$ cat config.mk
export PLATFORM = sky130hd
export DESIGN_NAME = xor_nor_scheduler
export DESIGN_NICKNAME = d
export VERILOG_FILES = /design/src/rtl/xor_nor_pkg.sv /design/src/rtl/nor_xor_bit.sv /design/src/rtl/xor_nor_scheduler.sv
export SDC_FILE = /design/constraint.sdc
export NUM_CORES = 1
export LEC_CHECK = 0
export CAP_MARGIN = 20
export CORE_MARGIN = 2
export CORE_UTILIZATION = 52
export CTS_CLUSTER_DIAMETER = 40
export DETAILED_ROUTE_END_ITERATION = 6
export PLACE_DENSITY_LB_ADDON = 0.3
export SKIP_LAST_GASP = 1
export SLEW_MARGIN = 20
export SYNTH_ARGS = -nofsm -noshare
export SYNTH_HDL_FRONTEND = slang
export SYNTH_SLANG_ARGS = --single-unit
export TNS_END_PERCENT = 20
$ cat constraint.sdc
create_clock -name clk -period 6.1 [get_ports clk]
set_input_delay 0.61 -clock clk [delete_from_list [all_inputs] [get_ports clk]]
set_output_delay 0.61 -clock clk [all_outputs]
set_load 0.01 [all_outputs]
$ cat src/rtl/xor_nor_pkg.sv
// Shared types for the bit-serial XOR scheduler.
// Holds the FSM state encoding and the default operand width.
package xor_nor_pkg;

  localparam int DEFAULT_WIDTH = 8;

  typedef enum logic [1:0] {
    IDLE,
    COMPUTE,
    RESPOND
  } state_t;

endpackage

$ cat src/rtl/nor_xor_bit.sv
// One-bit XOR assembled from five 2-input NOR gates.
// Shared by both requesters through the scheduler.
module nor_xor_bit (
  input  logic a,
  input  logic b,
  output logic y
);

  logic n1;
  logic n2;
  logic n3;
  logic n4;

  assign n1 = ~(a | b);
  assign n2 = ~(a | n1);
  assign n3 = ~(b | n1);
  // n4 is XNOR; the last NOR acts as an inverter
  assign n4 = ~(n2 | n3);
  assign y  = ~(n4 | n4);

endmodule

$ cat src/rtl/xor_nor_scheduler.sv
// Two-requester round-robin scheduler feeding one bit-serial
// NOR-built XOR cell; one transaction in flight at a time.
import xor_nor_pkg::*;

module xor_nor_scheduler #(
  parameter int WIDTH = DEFAULT_WIDTH
) (
  input  logic             clk,
  input  logic             rst,
  input  logic             req0_valid,
  input  logic [WIDTH-1:0] req0_a,
  input  logic [WIDTH-1:0] req0_b,
  output logic             req0_ready,
  input  logic             req1_valid,
  input  logic [WIDTH-1:0] req1_a,
  input  logic [WIDTH-1:0] req1_b,
  output logic             req1_ready,
  output logic             rsp_valid,
  input  logic             rsp_ready,
  output logic [WIDTH-1:0] rsp_y,
  output logic             rsp_parity,
  output logic             rsp_id,
  output logic             busy
);

  localparam int CW = $clog2(WIDTH);

  state_t           state;
  state_t           state_n;
  logic [WIDTH-1:0] a_q;
  logic [WIDTH-1:0] b_q;
  logic [WIDTH-1:0] y_q;
  logic [WIDTH-1:0] y_n;
  logic [CW-1:0]    cnt;
  logic             par_q;
  logic             par_n;
  logic             id_q;
  logic             rr_last;
  logic             cell_a;
  logic             cell_b;
  logic             cell_y;
  logic             last_bit;
  logic             accept;

  assign cell_a   = a_q[cnt];
  assign cell_b   = b_q[cnt];
  assign last_bit = (cnt == CW'(WIDTH - 1));
  assign accept   = req0_ready | req1_ready;
  assign busy     = (state != IDLE);

  nor_xor_bit u_cell (
    .a (cell_a),
    .b (cell_b),
    .y (cell_y)
  );

  always_comb begin
    y_n        = y_q;
    y_n[cnt]   = cell_y;
    par_n      = par_q ^ cell_y;
    state_n    = state;
    req0_ready = 1'b0;
    req1_ready = 1'b0;
    unique case (state)
      IDLE: begin
        // rr_last holds the id served last; favour the other one
        req0_ready = req0_valid & (~req1_valid | rr_last);
        req1_ready = req1_valid & (~req0_valid | ~rr_last);
        if (req0_ready | req1_ready)
          state_n = COMPUTE;
      end
      COMPUTE: begin
        if (last_bit)
          state_n = RESPOND;
      end
      RESPOND: begin
        if (rsp_ready)
          state_n = IDLE;
      end
      default: state_n = IDLE;
    endcase
  end

  always_ff @(posedge clk) begin
    if (rst) begin
      state      <= IDLE;
      cnt        <= '0;
      a_q        <= '0;
      b_q        <= '0;
      y_q        <= '0;
      par_q      <= 1'b0;
      id_q       <= 1'b0;
      rr_last    <= 1'b1;
      rsp_valid  <= 1'b0;
      rsp_y      <= '0;
      rsp_parity <= 1'b0;
      rsp_id     <= 1'b0;
    end else begin
      state <= state_n;
      unique case (state)
        IDLE: begin
          if (accept) begin
            a_q   <= req1_ready ? req1_a : req0_a;
            b_q   <= req1_ready ? req1_b : req0_b;
            id_q  <= req1_ready;
            cnt   <= '0;
            par_q <= 1'b0;
            y_q   <= '0;
          end
        end
        COMPUTE: begin
          y_q   <= y_n;
          par_q <= par_n;
          if (last_bit) begin
            rsp_valid  <= 1'b1;
            rsp_y      <= y_n;
            rsp_parity <= par_n;
            rsp_id     <= id_q;
          end else begin
            cnt <= cnt + CW'(1);
          end
        end
        RESPOND: begin
          if (rsp_ready) begin
            rsp_valid <= 1'b0;
            rr_last   <= rsp_id;
          end
        end
        default: ;
      endcase
    end
  end

endmodule

==> impl.org <==
** Detailed routing
- Remaining routing DRC violations :: 0
- Wire per inst :: around 13 µm
- Post-route antenna net violation count :: 0
- Across all layers, the routed design uses 1,893 vias.
- Iteration count of the initial detailed-routing pass :: 5
- After the first detailed-routing iteration, the DRC count stood at ~120.
- Drt total wl :: 4430 µm
- Number of vias per cell after detailed routing :: 5.65

** Synth
- Yosys warnings :: 0
- Most frequently used cell type in the post-synthesis netlist :: sky130_fd_sc_hd__nor2_1
- Netlist Area Pre-Place :: about 2000 µm²
- Counting every net in the synthesized netlist gives ~280.
- Count of flip-flops with a built-in enable after synthesis :: 0
- Number of unique standard cell types used by synthesis :: 33
- In the synthesized netlist the dominant register cell turns out to be sky130_fd_sc_hd__dfxtp_1.
- Post-synthesis sequential area ratio :: 0.418
- Avg Synthesized Cell Area :: between 8 and 9 µm²
- For this run, asynchronously set or reset flops after synthesis account for 0.
- Ranked by total cell area, the synthesized netlist is headed by sky130_fd_sc_hd__dfxtp_1 42%, sky130_fd_sc_hd__nor2_1 8.0%, sky130_fd_sc_hd__nand2_1 7.5%, sky130_fd_sc_hd__a311oi_1 6.8%, sky130_fd_sc_hd__mux4_2 4.4%.
- Ranking of synthesized cells by instance count :: 44 x sky130_fd_sc_hd__nor2_1, 43 x sky130_fd_sc_hd__dfxtp_1, 41 x sky130_fd_sc_hd__nand2_1
- Yosys top cell area share :: 0.418
- Counting flops and latches in the post-synthesis netlist gives 43.
- Leading area contributor after synthesis :: sky130_fd_sc_hd__dfxtp_1
- In the synthesized netlist, the number of instances is 245.

** Pwr
- For this design the ratio of total power to cell area is approximately 210 nW/µm².
- Total power draw :: about 0.00056 W
- VDD sags by at most ~0.12 mV.
- P_leak :: 0.971 nW

** Cells and area
- Compared with the post-synthesis result, the final layout area differs by 28.3%.
- Final layout net count :: about 330
- Diode insertion count for antenna repair :: 0
- Final non-filler cell area :: about 2600 µm²
- Number of fillers in the final layout :: approximately 320
- Share of layout cells above drive strength 1 :: 0.0557

** Clocking
- CTS Buf Count :: 5
- Number of buffers inserted by post-CTS setup repair :: 0
- Deepest clock path buffer count :: 2
- TritonCTS clock tree :: yes
- H-Tree Depth :: 2
- The clock drives 43 sinks.
- Clock transition at the register clock pins on the worst setup and hold paths after CTS :: roughly 70 ps
- CTS resizes :: 0
- Clock latency of the later-clocked register in the worst-skew pair :: roughly 290 ps
- The tree is rooted in a sky130_fd_sc_hd__clkbuf_8.
- Hold_buf cts :: 0

** Setup path
- The worst setup path is captured at a primary output.
- Kind of critical path :: primary input to primary output
- At the worst endpoint, the arrival time is ~2800 ps.
- Crit-path max FO :: 18
- Required arrival time at the worst endpoint :: about 5500 ps
- STA classifies the critical path startpoint as a primary input.

** Job
- Max-cap viol count :: 0

** Global route
- The via count of the first global-routing pass was 1,690.
- Wire length of the first global-routing pass :: 7520 µm
- The number of antenna violations at the first check in global routing was 0.
- Summed over all layers, the global routing overflow is 0.
- For this run, the total global-route usage over all layers was measured as 0.220.
- Maximum number of pins on one net before global-route repair :: 40

** STA
- Endpoints failing hold :: 0
- The clock period could shrink to ~3400 ps.
- Post-route clock skew :: about 4.0 ps
- At the pin with the least slew margin, the transition time is 843 ps.
- Fmax :: about 290 MHz
- RSZ-0062 raised after global routing :: false
- Final critical-path setup slack :: 2660 ps
- Number of max-slew violations in the final report :: 0
- Rel. slew slack :: 0.437
- Total Neg Setup Slack :: 0 ps
- Period utilization :: 0.564
- Final setup violating endpoints :: 0

** Place
- Routability-driven placement finished with a final weighted congestion of ~0.76.
- Post-DP HPWL :: roughly 3100 µm
- Input/output buffers :: 50
- Area after detailed placement :: 2560 µm²
- Post-place setup slack :: roughly 2700 ps

** Worst hold path
- Worst min-delay path category :: flip-flop to flip-flop

** Floorplan
- Placeable core area :: 3740 µm²
- IO Count :: slightly above 50
- Height of the die :: roughly 67 µm
- Floorplan die area :: 4470 µm²
- The floorplan has 22 rows.
- The floorplan step set the die width to 66.9 µm.
- Initial core utilization :: 0.549

** Status
- Outcome :: finished, final reports clean
-- sequential cells by signal (all words and copies together) (netlist names) --
| register | cells |
|---|---|
| a_q | 8 |
| b_q | 8 |
| cnt | 3 |
| id_q | 1 |
| par_q | 1 |
| rr_last | 1 |
| rsp_id | 1 |
| rsp_parity | 1 |
| rsp_valid | 1 |
| rsp_y | 8 |
| state | 2 |
| y_q | 8 |
-- logic make-up after synthesis --
| logic type | Yosys count | share of synthesized area |
|---|---|---|
| flops | 43 | 0.418 |
| buf+inv | 21 | 0.0420 |
| mux | 7 | 0.0706 |
| xor+xnor | 2 | 0.0158 |
| compound gates | 60 | 0.209 |
| simple gates | 110 | 0.232 |
| fa+ha+maj | 2 | 0.0122 |
-- metal layers --
metal / vias to the layer above / routed length, µm / track usage / share of wire
li1: 965 / - / - / -
met1: 870 / 2010 / 0.272 / 0.45
met2: 53 / 2120 / 0.371 / 0.48
met3: 5 / 236 / 0.0557 / 0.053
met4: 0 / 59 / 0.0740 / 0.013
met5: - / 0 / 0 / 0
-- critical path, stage by stage --
cell                              delay [ps]
sky130_fd_sc_hd__clkdlybuf4s50_1         500
sky130_fd_sc_hd__nand2b_1                 60
sky130_fd_sc_hd__nand3_1                 450
sky130_fd_sc_hd__clkinv_1                580
sky130_fd_sc_hd__clkdlybuf4s50_1         620
-- power by group --
group | switching, W | internal, W
sequential | 0.00000979 | 0.000292
clock | 0.0000896 | 0.0000803
combinational | 0.0000453 | 0.0000463
total | 0.000145 | 0.000419
-- path summary, 6_finish.rpt --
path	startpoint	to	slack, ps	cells after the start
setup / recovery	req1_valid	req0_ready	2660	5
hold / removal	rsp_id$_SDFFE_PP0P_	rsp_id$_SDFFE_PP0P_	480	2
setup reg to reg	cnt[0]$_SDFFE_PP0P_	par_q$_SDFFE_PP0P_	3450	5
hold reg to reg	rsp_id$_SDFFE_PP0P_	rsp_id$_SDFFE_PP0P_	480	2
-- area by class of cell --
type                            count  area [µm²]  area share
Inverter                            3        11.3     0.00427
Clock inverter                      1        5.00     0.00190
Sequential cell                    43         861       0.326
Clock buffer                        7        76.3      0.0289
Tap cell                           48        60.1      0.0228
Timing Repair Buffer               52         515       0.195
Multi-Input combinational cell    181        1110       0.421
-- layout by cell type (no fill, tap or decap), types with 2 or more instances in the layout --
cell	n
sky130_fd_sc_hd__mux2i_4	2
sky130_fd_sc_hd__dfxtp_1	43
sky130_fd_sc_hd__a22oi_1	2
sky130_fd_sc_hd__nor3b_1	4
sky130_fd_sc_hd__inv_1	2
sky130_fd_sc_hd__mux4_2	4
sky130_fd_sc_hd__nand3b_1	2
sky130_fd_sc_hd__a21oi_1	15
sky130_fd_sc_hd__ha_1	2
sky130_fd_sc_hd__a32oi_1	8
sky130_fd_sc_hd__clkbuf_1	2
sky130_fd_sc_hd__clkdlybuf4s50_1	50
sky130_fd_sc_hd__nand2_1	41
sky130_fd_sc_hd__nor3_1	4
sky130_fd_sc_hd__a22o_1	8
sky130_fd_sc_hd__clkbuf_8	5
sky130_fd_sc_hd__nand3_1	3
sky130_fd_sc_hd__nor2_1	44
sky130_fd_sc_hd__o21ai_0	10
sky130_fd_sc_hd__buf_4	2
sky130_fd_sc_hd__a311oi_1	16
sky130_fd_sc_hd__nand2b_1	5
-- stage by stage --
step / instances / hold slack, ps / utilization
floorplan: 245 / 437 / -
global placement: 327 / 448 / 0.683
detailed placement: 327 / 469 / 0.683
CTS: 335 / 488 / 0.705
global route: 335 / 505 / 0.705
finish: 335 / 484 / 0.705
Power figures use the tool's default switching activity.
